[src/rtl/pwm_multi.sv]
// rtl/pwm_multi.sv - multi-channel PWM with shared edge/center-aligned timebase
//
// Purpose: CH PWM channels on one W-bit timebase, double-buffered duty,
// complementary low-side outputs. Period, mode and duty are latched only at
// the period boundary (cnt=0 while counting up).
// Optional build macro: PWM_DEADTIME_EN adds a per-channel dead-time gap.
//
// Ports:
//   clk, rst_n     clock, asynchronous active-low reset
//   en             run enable (low = idle, outputs low)
//   period         period in timebase ticks
//   center         0 = edge-aligned, 1 = center-aligned
//   duty_in        packed duties, channel i at [i*W +: W]
//   duty_ld        strobe capturing duty_in into the pending registers
//   deadtime       dead-time in clocks (PWM_DEADTIME_EN only)
//   pwm_hi/pwm_lo  high/low-side drive per channel
//   cycle_start    one-clk pulse aligned with the boundary compare result
`timescale 1ns/1ps
module pwm_multi #(
    parameter int CH   = 2,
    parameter int W    = 11,
    parameter int DT_W = 6
) (
    input  logic            clk,
    input  logic            rst_n,
    input  logic            en,
    input  logic [W-1:0]    period,
    input  logic            center,
    input  logic [CH*W-1:0] duty_in,
    input  logic            duty_ld,
    input  logic [DT_W-1:0] deadtime,
    output logic [CH-1:0]   pwm_hi,
    output logic [CH-1:0]   pwm_lo,
    output logic            cycle_start
);

    typedef enum logic {DIR_UP, DIR_DOWN} dir_e;

    logic [W-1:0]    cnt_q, cnt_d;
    dir_e            dir_q, dir_d;
    logic [CH*W-1:0] pend_q, pend_d;
    logic [CH*W-1:0] duty_q, duty_d;
    logic [W-1:0]    per_q, per_d;
    logic            mode_q, mode_d;
    logic [CH-1:0]   hi_q, hi_d;
    logic [CH-1:0]   lo_q, lo_d;
    logic            cs_q, cs_d;

    logic            running;
    logic            boundary;
    logic [W-1:0]    eff_p;
    logic            eff_m;
    logic [CH*W-1:0] eff_duty;
    logic [CH-1:0]   raw;

`ifdef PWM_DEADTIME_EN
    logic [CH*DT_W-1:0] dt_q, dt_d;
    logic [CH-1:0]      rprev_q, rprev_d;
`else
    wire unused_deadtime = ^deadtime;
`endif

    always_comb begin
        running  = en && (per_q != '0);
        boundary = running && (cnt_q == '0) && (dir_q == DIR_UP);

        // At the boundary the freshly latched values already govern this
        // cycle's compare and count step, so a bypassed duty_ld is immediate.
        eff_p    = boundary ? period : per_q;
        eff_m    = boundary ? center : mode_q;
        eff_duty = boundary ? (duty_ld ? duty_in : pend_q) : duty_q;

        pend_d = duty_ld ? duty_in : pend_q;
        per_d  = (!running || boundary) ? period : per_q;
        mode_d = (!running || boundary) ? center : mode_q;
        duty_d = eff_duty;

        cnt_d = '0;
        dir_d = DIR_UP;
        if (running) begin
            if (!eff_m) begin
                cnt_d = (cnt_q == eff_p - 1'b1) ? '0 : cnt_q + 1'b1;
            end else if (dir_q == DIR_UP) begin
                // Top value is held for one extra clock before turning down.
                if (cnt_q == eff_p - 1'b1) begin
                    cnt_d = cnt_q;
                    dir_d = DIR_DOWN;
                end else begin
                    cnt_d = cnt_q + 1'b1;
                end
            end else begin
                if (cnt_q == '0) begin
                    cnt_d = '0;
                end else begin
                    cnt_d = cnt_q - 1'b1;
                    dir_d = DIR_DOWN;
                end
            end
        end

        for (int i = 0; i < CH; i++) begin
            raw[i] = (cnt_q < eff_duty[i*W +: W]);
        end

        cs_d = boundary;

`ifdef PWM_DEADTIME_EN
        hi_d    = '0;
        lo_d    = '0;
        dt_d    = '0;
        rprev_d = '0;
        for (int i = 0; i < CH; i++) begin
            if (running) begin
                rprev_d[i] = raw[i];
                if (raw[i] != rprev_q[i]) begin
                    // Any edge (re)starts the gap; deadtime=0 means no gap.
                    if (deadtime != '0) begin
                        dt_d[i*DT_W +: DT_W] = deadtime - 1'b1;
                    end else begin
                        hi_d[i] = raw[i];
                        lo_d[i] = ~raw[i];
                    end
                end else if (dt_q[i*DT_W +: DT_W] != '0) begin
                    dt_d[i*DT_W +: DT_W] = dt_q[i*DT_W +: DT_W] - 1'b1;
                end else begin
                    hi_d[i] = raw[i];
                    lo_d[i] = ~raw[i];
                end
            end
        end
`else
        hi_d = running ? raw : '0;
        lo_d = running ? ~raw : '0;
`endif
    end

    always_ff @(posedge clk or negedge rst_n) begin
        if (!rst_n) begin
            cnt_q   <= '0;
            dir_q   <= DIR_UP;
            pend_q  <= '0;
            duty_q  <= '0;
            per_q   <= '0;
            mode_q  <= 1'b0;
            hi_q    <= '0;
            lo_q    <= '0;
            cs_q    <= 1'b0;
`ifdef PWM_DEADTIME_EN
            dt_q    <= '0;
            rprev_q <= '0;
`endif
        end else begin
            cnt_q   <= cnt_d;
            dir_q   <= dir_d;
            pend_q  <= pend_d;
            duty_q  <= duty_d;
            per_q   <= per_d;
            mode_q  <= mode_d;
            hi_q    <= hi_d;
            lo_q    <= lo_d;
            cs_q    <= cs_d;
`ifdef PWM_DEADTIME_EN
            dt_q    <= dt_d;
            rprev_q <= rprev_d;
`endif
        end
    end

    assign pwm_hi      = hi_q;
    assign pwm_lo      = lo_q;
    assign cycle_start = cs_q;

endmodule

[config.mk]
export PLATFORM = sky130hd
export DESIGN_NAME = pwm_multi
export DESIGN_NICKNAME = d
export VERILOG_FILES = /design/src/rtl/pwm_multi.sv
export SDC_FILE = /design/constraint.sdc
export NUM_CORES = 1
export LEC_CHECK = 0
export BUFFER_PORTS_ARGS = -buffer_cell sky130_fd_sc_hd__buf_2
export CORE_MARGIN = 5
export CORE_UTILIZATION = 24
export DETAILED_ROUTE_END_ITERATION = 6
export MAX_ROUTING_LAYER = met4
export PLACE_DENSITY = 0.47
export SKIP_CTS_REPAIR_TIMING = 1
export SLEW_MARGIN = 30
export SYNTH_ARGS = -nofsm -noshare
export SYNTH_HDL_FRONTEND = slang
export SYNTH_SLANG_ARGS = --single-unit
[constraint.sdc]
create_clock -name clk -period 9 [get_ports clk]
set_input_delay 0.9 -clock clk [delete_from_list [all_inputs] [get_ports clk]]
set_output_delay 0.9 -clock clk [all_outputs]
set_load 0.03 [all_outputs]
==> results of run 1 <==
placed cells by master, fill, tap and decap left out, drive strengths merged, types with 8 or more instances in the layout:
| master | Yosys | final |
|---|---|---|
| nand4 | 9 | 9 |
| mux2 | 37 | 37 |
| nand3 | 10 | 10 |
| a21o | 11 | 11 |
| dfrtp | 73 | 73 |
| a21oi | 8 | 8 |
| nor2b | 8 | 8 |
| nor3 | 27 | 27 |
| o21ai | 10 | 10 |
| nor2 | 19 | 19 |
| ha | 23 | 23 |
| buf | 10 | 44 |
| mux2i | 25 | 25 |
| nand2 | 15 | 15 |
| inv | 25 | 27 |
| xnor2 | 12 | 12 |
| clkbuf | 10 | 9 |
| nor4 | 13 | 13 |
worst min-delay path: cells and delay by family, from the launching register on:
| family | cells | cell delay, ps |
|---|---|---|
| flip-flops | 1 | 320 |
| multiplexers | 1 | 90 |
| buffers and inverters | 1 | 60 |
per-layer routing:
| metal | track usage (%) | share of wire, % |
|---|---|---|
| met3 | 2.83 | 4.8 |
| met1 | 13.4 | 48 |
| met4 | 2.99 | 1.6 |
| met2 | 15.3 | 45 |
| met5 | - | 0 |
registers in the layout, summed over array words and instances, names as in the netlist:
signal       count
duty_q          22
pend_q          22
cnt_q           11
per_q           11
pwm_hi           2
pwm_lo           2
cycle_start      1
dir_q            1
mode_q           1
cell type report:
class / count / area [µm²]
timing repair buffer: 44 / 229
clock inverter: 7 / 103
tap: 229 / 287
fill: 1915 / 12900
multi-input combinational: 298 / 2360
inverter: 25 / 93.8
sequential: 73 / 1830
clock buffer: 9 / 225
report_power, final:
| group | total [W] | switching, W | internal, W | leakage, nW |
|---|---|---|---|---|
| combinational | 0.000193 | 0.000109 | 0.0000837 | 1.27 |
| sequential | 0.000396 | 0.0000211 | 0.000375 | 0.885 |
| clock | 0.000394 | 0.000148 | 0.000246 | 0.162 |
| total | 0.000982 | 0.000278 | 0.000704 | 2.31 |
per-stage QoR:
stage                     power (W)  util (%)  area (µm²)  setup WS (ps)  std cells
final                      0.000982      28.5        5130           4080        685
after global routing        0.00104      28.5        5130           3700        685
after CTS                   0.00100      28.4        5120           4100        685
after detailed placement   0.000600      26.6        4800           4120        669
after global placement     0.000592      26.6        4790           4100        669
after floorplan            0.000537         -        4400           4490        416
cells by family (layout without fill, tap and decap cells):
logic type	Yosys count	in the layout	synth area share [%]
AND/OR/NAND/NOR	131	131	16.8
flip-flops	73	73	41.5
AO/OA/AOI/OAI	67	67	12.0
multiplexers	62	62	15.1
buffers and inverters	45	85	5.06
adder cells (fa/ha/maj)	23	23	6.53
XOR/XNOR	15	15	2.98
worst max path at each step:
stage | from | endpoint | slack [ps] | depth (start not counted)
6_report | cnt_q[3] | cnt_q[2] | 4080 | 15
5_1_grt | cnt_q[3] | cnt_q[1] | 3700 | 15
4_1_cts | cnt_q[3] | cnt_q[2] | 4100 | 15
3_5_place_dp | cnt_q[3] | cnt_q[2] | 4120 | 15
3_3_place_gp | cnt_q[3] | cnt_q[2] | 4100 | 15
2_1_floorplan | per_q[3] | cnt_q[5] | 4490 | 19
==> impl_metrics.toml, run 1 <==
[run_status]
status = "completed"

[synth]
synth_top_area_share_pct = 41.5
yosys.cell_count.top_type = "dfrtp_1"
synthArstFlopShare_pct = 100
postSynthAreaPerCell_um2 = 10.6
ys.warnings.count = 0
ys_seq_area_share_pct = 41.5
synth_area_leaders = "dfrtp_1, mux2_2, ha_1, mux2i_1, nor3_1"
synth_area_leader_cell = "dfrtp_1"
yosys_register_bits = 73
ys_top_cells_by_count = "dfrtp_1, mux2_2, nor3_1, mux2i_1, inv_1"
synth_cell_types = 65
synth_edf_count = 0
synth_nets = 483
syn_inst = 416
netlist_area_um2 = 4400
ys.flop_type = "dfrtp_1"

[grt]
grt_pass1_wl_mm = 17.2
antenna_found_initial = 0
grt_max_degree = 74
grt_pass1_vias = 3290
grt_overflow = 0
grt.total_usage_pct = 10.2

[critical_path]
rrSetupSlack_ps = 4080
critPathMaxStageDelay_ps = 750
crit_buf_inv = 1
slowest_stage = "nor4_1"
crit_top_cell = "nor4_1"
rr_worst_depth = 15
regToRegStartpoint = "cnt_q[3]"
critPathMaxFanout = 17
rr_endpoint = "cnt_q[2]"
critPathCaptureType = "flip-flop"
crit_path_start_kind = "flip-flop"
crit_chain = "nor4_1 -> nand4_1 -> nor2_4 -> mux2_2 -> inv_1 -> ha_1 -> nand2b_1 -> o31a_1 -> nor4_1 -> nor3_1 -> a311oi_2 -> nand3_2 -> o21ai_4 -> a2111oi_0 -> a211o_1"
cp.arrival_ps = 5140
crit_type = "reg2reg"
critPathTopFamily = "simple AND/OR/NAND/NOR gates"
cp.required_ps = 9220

[sta]
worstMarginPinSlew_ps = 743
finalSetupViolCount = 0
rsz0062_at_grt = "false"
holdWs_ps = 492
period_share_pct = 54.6
finalCriticalPeriod_ps = 4920
skew_ps = 6.10
max_slew_margin_pct = 50.0
tns_ps = 0
fmax_ghz = 0.203
drv_slew = 0
hold_viol = 0

[power_and_ir_drop]
power.density_nw_per_um2 = 192
cellLeakagePower_nw = 2.31
peakVddDrop_v = 0.0000877

[route]
vias = 3272
first_pass_iters = 6
drt_iter0_drc = 124
wirelength_mm = 10.3
avgRoutedWirePerCell_um = 15.1
avgViaCountPerCell = 4.78
drtAntennaViolNets = 0
remaining_drc_errors = 0

[floorplanning]
rows = 49
start_util_pct = 24.4
core_um2 = 18000
die_y_um = 145
die-area_um2 = 21200
io_pins = 49
die_w_um = 145

[min_path]
hold_path_startpoint = "duty_q[14]"
worst_hold_path_type = "reg2reg"
worstHoldEndpoint = "duty_q[14]"
worstHoldPathCells = 2

[cts]
cts.sinks = 73
cts-buffers-inserted = 9
path_clk_slew_ps = 60
clk_path_buf_depth = 2
cts-root-buf = "clkbuf_16"
clk_latency_ps = 340
cts_htree_levels = 3
tritoncts = "done"

[placement]
gp_congestion = 0.816
hpwl_mm = 7.66
placement.io_buffers = 42

[cells_and_area]
antennaDiodeCount = 0
nets = 518
synthToLayoutAreaGrowth_pct = 16.4
final_layout_size_suffix_gt1_share_pct = 25.2

[run]
maxCapViolations = 0
Power figures use the tool's default switching activity.
==> inputs of run 2 (changes only) <==
--- a/config.mk
+++ b/config.mk
@@ -5,6 +5,7 @@
 export SDC_FILE = /design/constraint.sdc
 export NUM_CORES = 1
 export LEC_CHECK = 0
+export ABC_AREA = 1
 export BUFFER_PORTS_ARGS = -buffer_cell sky130_fd_sc_hd__buf_2
 export CORE_MARGIN = 5
 export CORE_UTILIZATION = 24
==> constraint.sdc (replaced) <==
create_clock -name clk -period 4.6 [get_ports clk]
set_input_delay 0.46 -clock clk [delete_from_list [all_inputs] [get_ports clk]]
set_output_delay 0.46 -clock clk [all_outputs]
set_load 0.03 [all_outputs]
==> run 2 against run 1 <==
Sequential power increased by 91%; critical path depth increased by 5; fmax increased by 39%; worst hold slack got worse by 370 ps; cell area increased by 3.8%; via count increased by 17%; die area increased by 3.3%; clock skew about the same; critical path type unchanged; largest power group is now the clock network.
==> impl_metrics.toml, run 2 <==
[sta]
drv_slew = 0
max_slew_margin_pct = 54.6
worstMarginPinSlew_ps = 681
finalSetupViolCount = 0
rsz0062_at_grt = "false"
finalCriticalPeriod_ps = 3530
hold_viol = 0
fmax_ghz = 0.283
holdWs_ps = 121
tns_ps = 0
skew_ps = 6.47
period_share_pct = 76.8

[cells_and_area]
ff_latch_area_um2 = 1830
fin_util_pct = 28.5
final_layout_size_suffix_gt1_share_pct = 11.8
nets = 738
layout_common_cells = "nand2_1, inv_1, dfrtp_1"
antennaDiodeCount = 0
synthToLayoutAreaGrowth_pct = 16.7
final_common_cell = "nand2_1"
fillCellCount = 2057
reg.largest.list = "duty_q x22, pend_q x22"
multi_input_area_um2 = 2190

[critical_path]
rrSetupSlack_ps = 1070
cp.required_ps = 4820
crit_path_start_kind = "flip-flop"
rr_worst_depth = 20
critPathCaptureType = "flip-flop"
critPathMaxFanout = 18
cp.arrival_ps = 3750
rr_endpoint = "cnt_q[1]"
crit_type = "reg2reg"
regToRegStartpoint = "cnt_q[0]"

[synth]
syn_inst = 635
ys_top_cells_by_count = "nand2_1, inv_1, dfrtp_1, o21ai_0, nand3_1"
synth_area_leader_cell = "dfrtp_1"
synth_edf_count = 0
synth_nets = 702
synth_area_leaders = "dfrtp_1, nand2_1, inv_1, o21ai_0, ha_1"
ys.warnings.count = 0
yosys.cell_count.top_type = "nand2_1"
netlist_area_um2 = 4560
synth_top_area_share_pct = 40.0
yosys_register_bits = 73
synth_cell_types = 32
synthArstFlopShare_pct = 100
ys.flop_type = "dfrtp_1"
postSynthAreaPerCell_um2 = 7.18
ys_seq_area_share_pct = 40.0

[grt]
antenna_found_initial = 0
grt.total_usage_pct = 11.1
grt_pass1_vias = 3738
grt_pass1_wl_mm = 18.9
grt_overflow = 0
grt_max_degree = 74

[floorplanning]
die-area_um2 = 21900
core_um2 = 18700
die_w_um = 148
rows = 50
die_y_um = 148
start_util_pct = 24.4
io_pins = 49

[route]
remaining_drc_errors = 0
drtAntennaViolNets = 0
drt_iter0_drc = 234
avgRoutedWirePerCell_um = 12.1
avgViaCountPerCell = 4.21
wirelength_mm = 11.0
first_pass_iters = 4
vias = 3832

[cts]
cts-root-buf = "clkbuf_16"
clk_latency_ps = 340
cts.sinks = 73
cts_htree_levels = 3
tritoncts = "done"
clk_path_buf_depth = 2
path_clk_slew_ps = 60
cts-buffers-inserted = 9

[placement]
placement.io_buffers = 42
gp_congestion = 0.827
hpwl_mm = 8.07

[power_and_ir_drop]
cellLeakagePower_nw = 2.81
power.density_nw_per_um2 = 377
peakVddDrop_v = 0.000187

[run_status]
status = "completed"

[run]
maxCapViolations = 0

[min_path]
worst_hold_path_type = "in2async"
## run 2: changes by cell type after synthesis, moves of 10 or more
cell,previous run,this run
a21o_1,11,0
a21oi_1,8,23
inv_1,24,116
mux2_2,37,0
mux2i_1,25,0
nand2_1,15,177
nand3_1,9,56
nor2_1,18,28
nor3_1,27,8
nor4_1,13,0
o21ai_0,8,71
xnor2_1,12,0
## run 2: cell families (layout without fill, tap and decap cells)
logic type / Yosys count / count (layout) / synth area share, %
buffers and inverters: 135 / 176 / 11.9
adder cells (fa/ha/maj): 23 / 23 / 6.31
AO/OA/AOI/OAI: 104 / 104 / 12.2
AND/OR/NAND/NOR: 296 / 296 / 28.9
XOR/XNOR: 4 / 4 / 0.768
flip-flops: 73 / 73 / 40.0
## run 2: cell type report
| class | count | area share, % |
|---|---|---|
| clock buffers | 10 | 4.30 |
| clock inverters | 6 | 2.16 |
| inverters | 116 | 8.18 |
| multi-input cells | 427 | 41.2 |
| flip-flops and latches | 73 | 34.3 |
| well taps | 234 | 5.50 |
| repair buffers | 44 | 4.35 |
## run 2: power by group
part | internal (W) | leakage (nW) | switching [W]
clock network | 0.000533 | 0.163 | 0.000285
logic | 0.000144 | 1.76 | 0.000290
registers | 0.000728 | 0.884 | 0.0000273
total | 0.00141 | 2.81 | 0.000602
## run 2: worst max-delay path by stage
| stage | startpoint | to | slack (ps) | cells after the start |
|---|---|---|---|---|
| CTS | cnt_q[0] | cnt_q[1] | 1040 | 20 |
| finish | cnt_q[0] | cnt_q[1] | 1070 | 20 |
| global placement | cnt_q[0] | cnt_q[7] | 1050 | 20 |
| detailed placement | cnt_q[0] | cnt_q[1] | 1060 | 20 |
| global route | cnt_q[0] | cnt_q[7] | 540 | 20 |
| floorplan | cnt_q[0] | pwm_hi[1] | 1700 | 17 |
## run 2: per-stage QoR
stage	setup WS (ps)	instances	area, µm²	power (W)
after floorplan	1700	635	4560	0.00109
after global placement	1050	894	4980	0.00120
after detailed placement	1060	894	4980	0.00121
after CTS	1040	910	5320	0.00205
after global routing	544	910	5320	0.00215
final	1070	910	5320	0.00201
## run 2: routing by layer
layer / share of wire [%] / GRT usage, %
met1: 53 / 15.5
met2: 41 / 16.1
met3: 4.4 / 2.45
met4: 1.2 / 3.19
met5: 0 / -
## run 2: worst max-delay path: stages (launching register included)
cell     delay, ps
dfrtp_1        420
inv_1          190
ha_1           240
nand3_2        170
nor2_4         150
nand2_4        110
nor2_8         260
nand2_1         80
nand2_1        130
ha_1           220
nand3_2        130
nor2_4         130
nor2_1          50
nor2_1          80
nand2_1         50
nor2_1          80
nand2_1         80
nor2_2         120
nand3_1        380
nand3_1        260
nand2_1         60
